File: src/rtl/control_sequencer_if.sv
// Control bus between the sequencer and the rest of the 8-bit bus CPU.
// Carries the opcode/flag inputs, every control strobe and the debug step.
// Optional single-step pins exist only when CONTROL_SEQUENCER_SINGLE_STEP_EN
// is defined.
interface control_sequencer_if #(
  parameter int OPCODE_WIDTH = 4,
  parameter int STEP_WIDTH   = 3
);
  logic [OPCODE_WIDTH-1:0] i_OPCODE;
  logic                    i_CARRY;
  logic                    i_ZERO;
`ifdef CONTROL_SEQUENCER_SINGLE_STEP_EN
  logic                    i_STEP_MODE;
  logic                    i_STEP;
`endif
  logic                    o_PC_OUT;
  logic                    o_PC_COUNT_ENABLE;
  logic                    o_PC_JUMP;
  logic                    o_MAR_IN;
  logic                    o_RAM_OUT;
  logic                    o_RAM_IN;
  logic                    o_IR_IN;
  logic                    o_IR_OUT;
  logic                    o_A_IN;
  logic                    o_A_OUT;
  logic                    o_B_IN;
  logic                    o_ALU_OUT;
  logic                    o_ALU_SUB;
  logic                    o_FLAGS_IN;
  logic                    o_OUT_IN;
  logic                    o_HALTED;
  logic [STEP_WIDTH-1:0]   o_STEP;

  // Sequencer side: consumes opcode/flags, drives the strobes.
  modport master (
`ifdef CONTROL_SEQUENCER_SINGLE_STEP_EN
    input  i_STEP_MODE, i_STEP,
`endif
    input  i_OPCODE, i_CARRY, i_ZERO,
    output o_PC_OUT, o_PC_COUNT_ENABLE, o_PC_JUMP, o_MAR_IN, o_RAM_OUT,
           o_RAM_IN, o_IR_IN, o_IR_OUT, o_A_IN, o_A_OUT, o_B_IN, o_ALU_OUT,
           o_ALU_SUB, o_FLAGS_IN, o_OUT_IN, o_HALTED, o_STEP
  );

  // Datapath side: supplies opcode/flags, obeys the strobes.
  modport slave (
`ifdef CONTROL_SEQUENCER_SINGLE_STEP_EN
    output i_STEP_MODE, i_STEP,
`endif
    output i_OPCODE, i_CARRY, i_ZERO,
    input  o_PC_OUT, o_PC_COUNT_ENABLE, o_PC_JUMP, o_MAR_IN, o_RAM_OUT,
           o_RAM_IN, o_IR_IN, o_IR_OUT, o_A_IN, o_A_OUT, o_B_IN, o_ALU_OUT,
           o_ALU_SUB, o_FLAGS_IN, o_OUT_IN, o_HALTED, o_STEP
  );
endinterface

File: src/rtl/control_sequencer.sv
// Microcoded control sequencer: 2-step fetch plus 0..3 execute steps per
// instruction, one microstep per clock. Strobes are a combinational decode
// of (step, opcode, flags), forced low during reset and while halted.
// Optional feature macro: CONTROL_SEQUENCER_SINGLE_STEP_EN (adds manual
// single-step mode through i_STEP_MODE / i_STEP).
module control_sequencer #(
  parameter int OPCODE_WIDTH = 4,
  parameter int STEP_WIDTH   = 3
) (
  input  logic                 i_CLOCK,
  input  logic                 i_CLEAR_n,
  control_sequencer_if.master  bus
);

  localparam logic [OPCODE_WIDTH-1:0] OP_LDA = OPCODE_WIDTH'(4'h1);
  localparam logic [OPCODE_WIDTH-1:0] OP_ADD = OPCODE_WIDTH'(4'h2);
  localparam logic [OPCODE_WIDTH-1:0] OP_SUB = OPCODE_WIDTH'(4'h3);
  localparam logic [OPCODE_WIDTH-1:0] OP_STA = OPCODE_WIDTH'(4'h4);
  localparam logic [OPCODE_WIDTH-1:0] OP_LDI = OPCODE_WIDTH'(4'h5);
  localparam logic [OPCODE_WIDTH-1:0] OP_JMP = OPCODE_WIDTH'(4'h6);
  localparam logic [OPCODE_WIDTH-1:0] OP_JC  = OPCODE_WIDTH'(4'h7);
  localparam logic [OPCODE_WIDTH-1:0] OP_JZ  = OPCODE_WIDTH'(4'h8);
  localparam logic [OPCODE_WIDTH-1:0] OP_OUT = OPCODE_WIDTH'(4'hE);
  localparam logic [OPCODE_WIDTH-1:0] OP_HLT = OPCODE_WIDTH'(4'hF);

  localparam logic [STEP_WIDTH-1:0] T0 = STEP_WIDTH'(0);
  localparam logic [STEP_WIDTH-1:0] T1 = STEP_WIDTH'(1);
  localparam logic [STEP_WIDTH-1:0] T2 = STEP_WIDTH'(2);
  localparam logic [STEP_WIDTH-1:0] T3 = STEP_WIDTH'(3);
  localparam logic [STEP_WIDTH-1:0] T4 = STEP_WIDTH'(4);

  typedef struct packed {
    logic pc_out;
    logic pc_count_enable;
    logic pc_jump;
    logic mar_in;
    logic ram_out;
    logic ram_in;
    logic ir_in;
    logic ir_out;
    logic a_in;
    logic a_out;
    logic b_in;
    logic alu_out;
    logic alu_sub;
    logic flags_in;
    logic out_in;
  } ctrl_t;

  logic [STEP_WIDTH-1:0] step;
  logic [STEP_WIDTH-1:0] last_step;
  logic [STEP_WIDTH-1:0] step_next;
  logic                  halted;
  logic                  advance;
  ctrl_t                 decode;
  ctrl_t                 ctrl;

`ifdef CONTROL_SEQUENCER_SINGLE_STEP_EN
  logic step_d;

  // Delayed copy of i_STEP for rising-edge detection of the manual pulse.
  always_ff @(posedge i_CLOCK) begin
    if (!i_CLEAR_n) step_d <= 1'b0;
    else            step_d <= bus.i_STEP;
  end

  // In step mode only a fresh i_STEP rising edge lets a microstep happen.
  assign advance = bus.i_STEP_MODE ? (bus.i_STEP & ~step_d) : 1'b1;
`else
  assign advance = 1'b1;
`endif

  // Microcode ROM: strobes for the current step plus the instruction's last step.
  always_comb begin
    // NOTE: every always_comb output gets a default first so no path leaves
    // it unassigned, which would otherwise infer a latch.
    decode    = '0;
    last_step = T1;
    case (bus.i_OPCODE)
      OP_LDA, OP_STA:                                 last_step = T3;
      OP_ADD, OP_SUB:                                 last_step = T4;
      OP_LDI, OP_JMP, OP_JC, OP_JZ, OP_OUT, OP_HLT:   last_step = T2;
      default:                                        last_step = T1;
    endcase
    case (step)
      T0: begin
        decode.pc_out = 1'b1;
        decode.mar_in = 1'b1;
      end
      T1: begin
        decode.ram_out         = 1'b1;
        decode.ir_in           = 1'b1;
        decode.pc_count_enable = 1'b1;
      end
      T2: begin
        case (bus.i_OPCODE)
          OP_LDA, OP_ADD, OP_SUB, OP_STA: begin
            decode.ir_out = 1'b1;
            decode.mar_in = 1'b1;
          end
          OP_LDI: begin
            decode.ir_out = 1'b1;
            decode.a_in   = 1'b1;
          end
          OP_JMP: begin
            decode.ir_out  = 1'b1;
            decode.pc_jump = 1'b1;
          end
          OP_JC: begin
            decode.ir_out  = bus.i_CARRY;
            decode.pc_jump = bus.i_CARRY;
          end
          OP_JZ: begin
            decode.ir_out  = bus.i_ZERO;
            decode.pc_jump = bus.i_ZERO;
          end
          OP_OUT: begin
            decode.a_out  = 1'b1;
            decode.out_in = 1'b1;
          end
          default: ;
        endcase
      end
      T3: begin
        case (bus.i_OPCODE)
          OP_LDA: begin
            decode.ram_out = 1'b1;
            decode.a_in    = 1'b1;
          end
          OP_ADD, OP_SUB: begin
            decode.ram_out = 1'b1;
            decode.b_in    = 1'b1;
          end
          OP_STA: begin
            decode.a_out  = 1'b1;
            decode.ram_in = 1'b1;
          end
          default: ;
        endcase
      end
      T4: begin
        if (bus.i_OPCODE == OP_ADD || bus.i_OPCODE == OP_SUB) begin
          decode.alu_out  = 1'b1;
          decode.a_in     = 1'b1;
          decode.flags_in = 1'b1;
          decode.alu_sub  = (bus.i_OPCODE == OP_SUB);
        end
      end
      default: ;
    endcase
  end

  // Strobes are silenced in reset, while halted, and between manual pulses.
  assign ctrl = (i_CLEAR_n && !halted && advance) ? decode : '0;

  // Back to T0 after the instruction's last step; out-of-range steps also wrap.
  assign step_next = (step > T4 || step >= last_step) ? T0 : step + T1;

  // Step counter and halt flag.
  always_ff @(posedge i_CLOCK) begin
    // NOTE: sequential state uses non-blocking assignments so every register
    // samples pre-edge values regardless of statement order.
    if (!i_CLEAR_n) begin
      step   <= T0;
      halted <= 1'b0;
    end else if (!halted && advance) begin
      if (step == T2 && bus.i_OPCODE == OP_HLT) halted <= 1'b1;
      else                                      step   <= step_next;
    end
  end

  assign bus.o_PC_OUT          = ctrl.pc_out;
  assign bus.o_PC_COUNT_ENABLE = ctrl.pc_count_enable;
  assign bus.o_PC_JUMP         = ctrl.pc_jump;
  assign bus.o_MAR_IN          = ctrl.mar_in;
  assign bus.o_RAM_OUT         = ctrl.ram_out;
  assign bus.o_RAM_IN          = ctrl.ram_in;
  assign bus.o_IR_IN           = ctrl.ir_in;
  assign bus.o_IR_OUT          = ctrl.ir_out;
  assign bus.o_A_IN            = ctrl.a_in;
  assign bus.o_A_OUT           = ctrl.a_out;
  assign bus.o_B_IN            = ctrl.b_in;
  assign bus.o_ALU_OUT         = ctrl.alu_out;
  assign bus.o_ALU_SUB         = ctrl.alu_sub;
  assign bus.o_FLAGS_IN        = ctrl.flags_in;
  assign bus.o_OUT_IN          = ctrl.out_in;
  assign bus.o_HALTED          = halted;
  assign bus.o_STEP            = step;

endmodule

File: src/flat_wrapper.sv
// flat-port wrapper written by rule: the top's interface ports become plain ports
module control_sequencer_flat 
#(
  parameter int OPCODE_WIDTH = 4,
  parameter int STEP_WIDTH   = 3
)
  (i_CLOCK, i_CLEAR_n, bus_i_OPCODE, bus_i_CARRY, bus_i_ZERO, bus_o_PC_OUT, bus_o_PC_COUNT_ENABLE, bus_o_PC_JUMP, bus_o_MAR_IN, bus_o_RAM_OUT, bus_o_RAM_IN, bus_o_IR_IN, bus_o_IR_OUT, bus_o_A_IN, bus_o_A_OUT, bus_o_B_IN, bus_o_ALU_OUT, bus_o_ALU_SUB, bus_o_FLAGS_IN, bus_o_OUT_IN, bus_o_HALTED, bus_o_STEP);
  control_sequencer_if #(.OPCODE_WIDTH(OPCODE_WIDTH), .STEP_WIDTH(STEP_WIDTH)) bus_i ();
  input  logic i_CLOCK;
  input  logic i_CLEAR_n;
  input wire logic [$bits(bus_i.i_OPCODE)-1:0] bus_i_OPCODE;
  input wire logic [$bits(bus_i.i_CARRY)-1:0] bus_i_CARRY;
  input wire logic [$bits(bus_i.i_ZERO)-1:0] bus_i_ZERO;
  output wire logic [$bits(bus_i.o_PC_OUT)-1:0] bus_o_PC_OUT;
  output wire logic [$bits(bus_i.o_PC_COUNT_ENABLE)-1:0] bus_o_PC_COUNT_ENABLE;
  output wire logic [$bits(bus_i.o_PC_JUMP)-1:0] bus_o_PC_JUMP;
  output wire logic [$bits(bus_i.o_MAR_IN)-1:0] bus_o_MAR_IN;
  output wire logic [$bits(bus_i.o_RAM_OUT)-1:0] bus_o_RAM_OUT;
  output wire logic [$bits(bus_i.o_RAM_IN)-1:0] bus_o_RAM_IN;
  output wire logic [$bits(bus_i.o_IR_IN)-1:0] bus_o_IR_IN;
  output wire logic [$bits(bus_i.o_IR_OUT)-1:0] bus_o_IR_OUT;
  output wire logic [$bits(bus_i.o_A_IN)-1:0] bus_o_A_IN;
  output wire logic [$bits(bus_i.o_A_OUT)-1:0] bus_o_A_OUT;
  output wire logic [$bits(bus_i.o_B_IN)-1:0] bus_o_B_IN;
  output wire logic [$bits(bus_i.o_ALU_OUT)-1:0] bus_o_ALU_OUT;
  output wire logic [$bits(bus_i.o_ALU_SUB)-1:0] bus_o_ALU_SUB;
  output wire logic [$bits(bus_i.o_FLAGS_IN)-1:0] bus_o_FLAGS_IN;
  output wire logic [$bits(bus_i.o_OUT_IN)-1:0] bus_o_OUT_IN;
  output wire logic [$bits(bus_i.o_HALTED)-1:0] bus_o_HALTED;
  output wire logic [$bits(bus_i.o_STEP)-1:0] bus_o_STEP;
  assign bus_i.i_OPCODE = bus_i_OPCODE;
  assign bus_i.i_CARRY = bus_i_CARRY;
  assign bus_i.i_ZERO = bus_i_ZERO;
  assign bus_o_PC_OUT = bus_i.o_PC_OUT;
  assign bus_o_PC_COUNT_ENABLE = bus_i.o_PC_COUNT_ENABLE;
  assign bus_o_PC_JUMP = bus_i.o_PC_JUMP;
  assign bus_o_MAR_IN = bus_i.o_MAR_IN;
  assign bus_o_RAM_OUT = bus_i.o_RAM_OUT;
  assign bus_o_RAM_IN = bus_i.o_RAM_IN;
  assign bus_o_IR_IN = bus_i.o_IR_IN;
  assign bus_o_IR_OUT = bus_i.o_IR_OUT;
  assign bus_o_A_IN = bus_i.o_A_IN;
  assign bus_o_A_OUT = bus_i.o_A_OUT;
  assign bus_o_B_IN = bus_i.o_B_IN;
  assign bus_o_ALU_OUT = bus_i.o_ALU_OUT;
  assign bus_o_ALU_SUB = bus_i.o_ALU_SUB;
  assign bus_o_FLAGS_IN = bus_i.o_FLAGS_IN;
  assign bus_o_OUT_IN = bus_i.o_OUT_IN;
  assign bus_o_HALTED = bus_i.o_HALTED;
  assign bus_o_STEP = bus_i.o_STEP;
  control_sequencer #(.OPCODE_WIDTH(OPCODE_WIDTH), .STEP_WIDTH(STEP_WIDTH)) u_core (.i_CLOCK(i_CLOCK), .i_CLEAR_n(i_CLEAR_n), .bus(bus_i));
endmodule
File: config.mk
export PLATFORM = sky130hd
export DESIGN_NAME = control_sequencer_flat
export DESIGN_NICKNAME = d
export VERILOG_FILES = /design/src/rtl/control_sequencer_if.sv /design/src/rtl/control_sequencer.sv /design/src/flat_wrapper.sv
export SDC_FILE = /design/constraint.sdc
export NUM_CORES = 1
export LEC_CHECK = 0
export CORE_MARGIN = 5
export CORE_UTILIZATION = 39
export CTS_BUF_LIST = sky130_fd_sc_hd__clkbuf_8
export CTS_CLUSTER_SIZE = 8
export DETAILED_ROUTE_END_ITERATION = 8
export PLACE_DENSITY = 0.85
export SYNTH_ARGS = -nofsm -noshare
export SYNTH_HDL_FRONTEND = slang
export SYNTH_SLANG_ARGS = --single-unit
File: constraint.sdc
create_clock -name i_CLOCK -period 2.87 [get_ports i_CLOCK]
set_input_delay 0.574 -clock i_CLOCK [delete_from_list [all_inputs] [get_ports i_CLOCK]]
set_output_delay 0.574 -clock i_CLOCK [all_outputs]
set_load 0.02 [all_outputs]
==> flow_summary.json, run 1 <==
{
  "worstPathArrival_ns": 2.24,
  "io_pins": 27,
  "critical_path.reg2reg.startpoint": "u_core.bus.o_STEP[0]",
  "hold_path_class": "register to register",
  "dp.cells": 145,
  "first_iter_violations": 17,
  "reg2regPathDepth": 7,
  "setup-tns-final_ns": 0,
  "avgSynthCellArea_sq_um": 7.13,
  "synth_cells": 87,
  "p_int_mw": 0.269,
  "io_buffers": 26,
  "hp-start": "u_core.bus.o_HALTED",
  "crit_path_start_kind": "input port",
  "p_switching_mw": 0.168,
  "fin_skew_ns": 0.00427,
  "ys_seq_area_frac": 0.129,
  "dr.pass1.iters": 4,
  "synth_top_area_frac": 0.161,
  "rows": 14,
  "p_leak_nw": 0.493,
  "total_power_mw": 0.437,
  "cts_sinks": 4,
  "synthArstFlopShare": 0,
  "grt_antenna_before_repair": 0,
  "ys_top_cells_by_area": "ha_1 (16%), dfxtp_1 (13%), nand2b_1 (6.0%), a21oi_1 (4.8%), nor2_1 (4.8%)",
  "end_kind": "output port",
  "register_area_sq_um": 80.1,
  "clk_pin_slew_ns": 0.03,
  "grt_overflow": 0,
  "power.share.switching": 0.384,
  "htreeDepth": 1,
  "nFillCells": 129,
  "synth-seq-cells": 4,
  "cts_resized": 16,
  "crit_fanout": 4,
  "post-cts-setup-buffer-count": 0,
  "place.gp.congestion": 0.795,
  "core-area_sq_mm": 0.00151,
  "required_ns": 2.30,
  "yosysUniqueCellTypes": 31,
  "yosys_warnings": 0,
  "worstMarginPinSlew_ns": 0.332,
  "synth_flop_cell": "dfxtp_1",
  "fmax_mhz": 355,
  "route.detailed.drc": 0,
  "dieHeight_microns": 49.9,
  "die_w_microns": 49.9,
  "grt_max_degree": 13,
  "critical_path_class": "input port to output port",
  "clk_latency_ns": 0.22,
  "multi_input_area_sq_um": 517,
  "synthTopCellsByCount": "ha_1 (8), nor2_1 (8), nand2_1 (7)",
  "combPwrFrac": 0.570,
  "cp_num_buf_inv": 3,
  "finalSetupViolCount": 0,
  "final_layout_size_suffix_gt1_frac": 0.280,
  "setup_ws_ns": 0.0568,
  "reg2reg_to": "u_core.bus.o_STEP[0]",
  "fin_cells": 148,
  "fin_util": 0.726,
  "post-route-min-period_ns": 2.81,
  "slowest_stage": "clkdlybuf4s50_1",
  "synthesis.nets": 103,
  "fin_nets": 150,
  "ctsRootBufferMaster": "clkbuf_8",
  "hold_buffers": 0,
  "place_hpwl_microns": 1640,
  "power_density_mw_per_mm2": 399,
  "finalHoldViolCount": 0,
  "n_antenna_cell": 0,
  "tritoncts": "yes",
  "placed_area_sq_mm": 0.00103,
  "postRouteAntennaNets": 0,
  "crit_top_cell": "clkdlybuf4s50_1",
  "start_util": 0.412,
  "clockPowerShare": 0.272,
  "grt_pass1_wl_microns": 3240,
  "via_per_inst": 5.46,
  "via_count": 808,
  "timing.critical_path.from": "i_CLEAR_n",
  "grt_pass1_vias": 797,
  "seqPwrFrac": 0.158,
  "hold_depth": 2,
  "area_growth_pct": 76.2,
  "track_usage": 0.162,
  "hold_end": "u_core.bus.o_STEP[2]",
  "clockBufferDepth": 2,
  "yosys.area.top_type": "ha_1",
  "wl_microns": 2060,
  "cts_buffers": 3,
  "worst_hold_slack_ns": 0.544,
  "max_slew_margin": 0.773,
  "status": "completed",
  "final_area_sq_mm": 0.00109,
  "critPathMaxStageDelay_ns": 0.59,
  "critPathTopFamily": "buffers and inverters",
  "wl_per_cell_microns": 13.9,
  "dieArea_sq_mm": 0.00249,
  "ir_drop_mv": 0.364,
  "rsz0062_at_grt": "yes",
  "dpl_worst_slack_ns": -0.341,
  "maxCapViolCount": 0,
  "synth_edf_count": 0,
  "min_period_over_period": 0.980,
  "netlist_area_sq_um": 621,
  "crit_chain": "clkdlybuf4s50_1, nand4bb_2, nor3_2, buf_4, clkdlybuf4s50_1",
  "drv_slew": 0,
  "ff2ff_setup_slack_ns": 1.08
}
==> area by class of cell <==
type,count,share of cell area
Clock buffer,3,0.0378
Inverter,6,0.0206
Multi-Input combinational cell,71,0.473
Sequential cell,4,0.0732
Tap cell,16,0.0183
Timing Repair Buffer,48,0.378
==> placed cells by master, fill, tap and decap left out, types with 2 or more instances in the layout <==
master,netlist,final
buf_4,2,22
clkdlybuf4s50_1,0,12
dlygate4sd2_1,0,12
nor2_1,8,8
ha_1,8,8
nand2_1,7,7
nand2b_1,6,6
inv_1,6,6
a21oi_1,6,5
nor3_1,5,4
nor2b_1,4,4
dfxtp_1,4,4
o21ai_1,1,3
clkbuf_8,0,3
nand3b_1,2,2
nor4_2,0,2
nand3_1,2,2
o211ai_1,2,2
o21ai_2,2,2
==> state kept, by name, summed over array words and instances, names as in the netlist <==
register	count
u_core.bus.o_STEP	3
u_core.bus.o_HALTED	1
==> kinds of logic (layout without fill, tap and decap cells) <==
family / after synthesis / after routing / synth area share
AOI/OAI and AO/OA: 19 / 19 / 0.204
and+or+nand+nor: 43 / 43 / 0.399
adders and majority gates: 8 / 8 / 0.161
xor gates and xnor gates: 1 / 1 / 0.0141
DFF: 4 / 4 / 0.129
buffers and inverters: 12 / 57 / 0.0927
==> power by group through the flow <==
stage                     registers, mW  clock network, mW  logic (mW)
final                            0.0691              0.119       0.249
after global routing             0.0708              0.126       0.271
after CTS                        0.0691              0.123       0.243
after detailed placement         0.0697                  0       0.249
after global placement           0.0687                  0       0.242
after floorplan                  0.0861                  0       0.119
==> worst max-delay path by stage <==
stage | to | slack (ns) | cells after the start
3_3_place_gp | u_core.bus.o_STEP[2] | -0.24 | 9
2_1_floorplan | bus_o_A_OUT | 0.02 | 6
4_1_cts | bus_o_RAM_IN | 0.003 | 5
5_1_grt | bus_o_A_IN | -0.02 | 7
3_5_place_dp | u_core.bus.o_STEP[2] | -0.34 | 9
6_report | bus_o_OUT_IN | 0.06 | 5
==> worst min-delay path: stages (launching register included) <==
cell	delay, ns
dfxtp_1	0.32
nand2_1	0.10
o22ai_2	0.07
==> per-layer routing <==
metal	wire (microns)	part of all wire	GRT usage	vias up
met2	1050	0.51	0.309	40
met5	0	0	0	-
met3	193	0.094	0.0271	5
met1	780	0.38	0.153	365
li1	-	-	-	398
met4	38	0.018	0.105	0
Power figures use the tool's default switching activity.
==> run 2: changes to the inputs <==
--- a/config.mk
+++ b/config.mk
@@ -6,11 +6,12 @@
 export NUM_CORES = 1
 export LEC_CHECK = 0
 export CORE_MARGIN = 5
-export CORE_UTILIZATION = 39
+export CORE_UTILIZATION = 43
 export CTS_BUF_LIST = sky130_fd_sc_hd__clkbuf_8
 export CTS_CLUSTER_SIZE = 8
 export DETAILED_ROUTE_END_ITERATION = 8
-export PLACE_DENSITY = 0.85
+export PLACE_DENSITY = 0.92
+export SKIP_CTS_REPAIR_TIMING = 1
 export SYNTH_ARGS = -nofsm -noshare
 export SYNTH_HDL_FRONTEND = slang
 export SYNTH_SLANG_ARGS = --single-unit
==> run 2 against run 1 <==
  * Sequential cell count stayed put
  * Maximum frequency decreased by 1.5%
  * Power rose by 2.5%
  * Core utilization increased by 13 points
  * Count of clock-buffer cells in the layout unchanged
  * Critical path depth grew 1
  * Non-clock buffer count unchanged
  * Global-route usage up 5.7 points
  * Combinational power is 4% higher
  * Setup slack worse by 0.044 ns
  * Critical path type unchanged
  * Highest routed layer unchanged
==> flow_summary.json, run 2 (synthesis results as in run 1) <==
{
  "min_period_over_period": 0.996,
  "cts_buffers": 3,
  "first_iter_violations": 35,
  "area_growth_pct": 83.7,
  "grt_pass1_vias": 846,
  "route.detailed.drc": 0,
  "grt_max_degree": 15,
  "n_antenna_cell": 0,
  "wl_microns": 2380,
  "grt_pass1_wl_microns": 3510,
  "fin_nets": 150,
  "wl_per_cell_microns": 16.2,
  "place_hpwl_microns": 1770,
  "start_util": 0.465,
  "hold_path_class": "register to register",
  "nFillCells": 84,
  "power_density_mw_per_mm2": 393,
  "io_pins": 27,
  "maxCapViolCount": 0,
  "max_slew_margin": 0.743,
  "rsz0062_at_grt": "yes",
  "end_kind": "output port",
  "final_area_sq_mm": 0.00114,
  "critical_path_class": "input port to output port",
  "tritoncts": "yes",
  "io_buffers": 26,
  "worstMarginPinSlew_ns": 0.385,
  "grt_busiest_layer": "met2",
  "clockBufferDepth": 2,
  "ctsRootBufferMaster": "clkbuf_8",
  "dieHeight_microns": 48.0,
  "htreeDepth": 1,
  "dieArea_sq_mm": 0.00230,
  "clk_pin_slew_ns": 0.03,
  "final_cell_mix": "buf_4 (21), dlymetal6s2s_1 (14), clkdlybuf4s50_1 (12)",
  "cts_sinks": 4,
  "final_common_cell": "buf_4",
  "via_count": 840,
  "die_w_microns": 48.0,
  "grt_antenna_before_repair": 0,
  "ir_drop_mv": 0.392,
  "postRouteAntennaNets": 0,
  "required_ns": 2.30,
  "worst_hold_slack_ns": 0.549,
  "use_met2": 0.430,
  "timing.critical_path.from": "i_CLEAR_n",
  "dpl_worst_slack_ns": -0.404,
  "status": "completed",
  "largest_reg_flops": 3,
  "setup-tns-final_ns": 0,
  "finalSetupViolCount": 0,
  "via_per_inst": 5.71,
  "place.gp.congestion": 0.860,
  "crit_fanout": 5,
  "finalHoldViolCount": 0,
  "placed_area_sq_mm": 0.00103,
  "final_layout_size_suffix_gt1_frac": 0.273,
  "clk_latency_ns": 0.22,
  "fin_skew_ns": 0.00302,
  "hp-start": "u_core.bus.o_HALTED",
  "fin_util": 0.855,
  "worstPathArrival_ns": 2.28,
  "ff2ff_setup_slack_ns": 1.07,
  "drv_slew": 0,
  "use_met3": 0.0451,
  "dr.pass1.iters": 4,
  "fmax_mhz": 350,
  "setup_ws_ns": 0.0126,
  "p_leak_nw": 0.663,
  "track_usage": 0.219,
  "grt_overflow": 0,
  "core-area_sq_mm": 0.00133,
  "use_met1": 0.215,
  "critical_path.reg2reg.startpoint": "u_core.bus.o_STEP[0]",
  "rows": 13,
  "crit_path_start_kind": "input port",
  "post-route-min-period_ns": 2.86
}
[run 2: changes by cell type in the layout (fill, tap and decap cells not counted)]
cell and change:
dlygate4sd2_1 -12, buf_6 +1, o21ai_0 +1, buf_4 -1, a21oi_1 +1, a21oi_2 -1
dlymetal6s2s_1 +13, o21ai_1 -1, clkdlybuf4s15_1 -1
[run 2: layer usage]
| metal | part of all wire | routed length (microns) |
|---|---|---|
| met5 | 0 | 0 |
| met4 | 0.031 | 73 |
| met3 | 0.073 | 173 |
| met2 | 0.52 | 1230 |
| met1 | 0.38 | 906 |
[run 2: metrics by stage]
stage / total power, mW / std cells
after CTS: 0.444 / 147
after detailed placement: 0.318 / 144
after floorplan: 0.205 / 87
after global routing: 0.484 / 147
after global placement: 0.309 / 144
final: 0.448 / 147
[run 2: worst paths after layout]
| check | to | cells after the start |
|---|---|---|
| max reg2reg | u_core.bus.o_STEP[1] | 7 |
| max | bus_o_PC_OUT | 6 |
| min | u_core.bus.o_STEP[2] | 2 |
| min reg2reg | u_core.bus.o_STEP[2] | 2 |
[run 2: area by class of cell]
cell class                      count  area, sq um  area share
Sequential cell                     4         80.1      0.0703
Clock buffer                        3         41.3      0.0362
Tap cell                           15         18.8      0.0165
Timing Repair Buffer               48          464       0.407
Inverter                            6         22.5      0.0198
Multi-Input combinational cell     71          513       0.450
[run 2: power breakdown]
group          switching, mW  total [mW]  internal (mW)
sequential           0.00519      0.0694         0.0642
clock                 0.0307       0.120         0.0895
combinational          0.137       0.258          0.121
[run 2: critical path, cell delays in order]
cell and delay (ns):
clkdlybuf4s50_1 0.55, nor2b_1 0.21, nand2_1 0.11, buf_4 0.15, nor2_1 0.08, clkdlybuf4s50_1 0.61
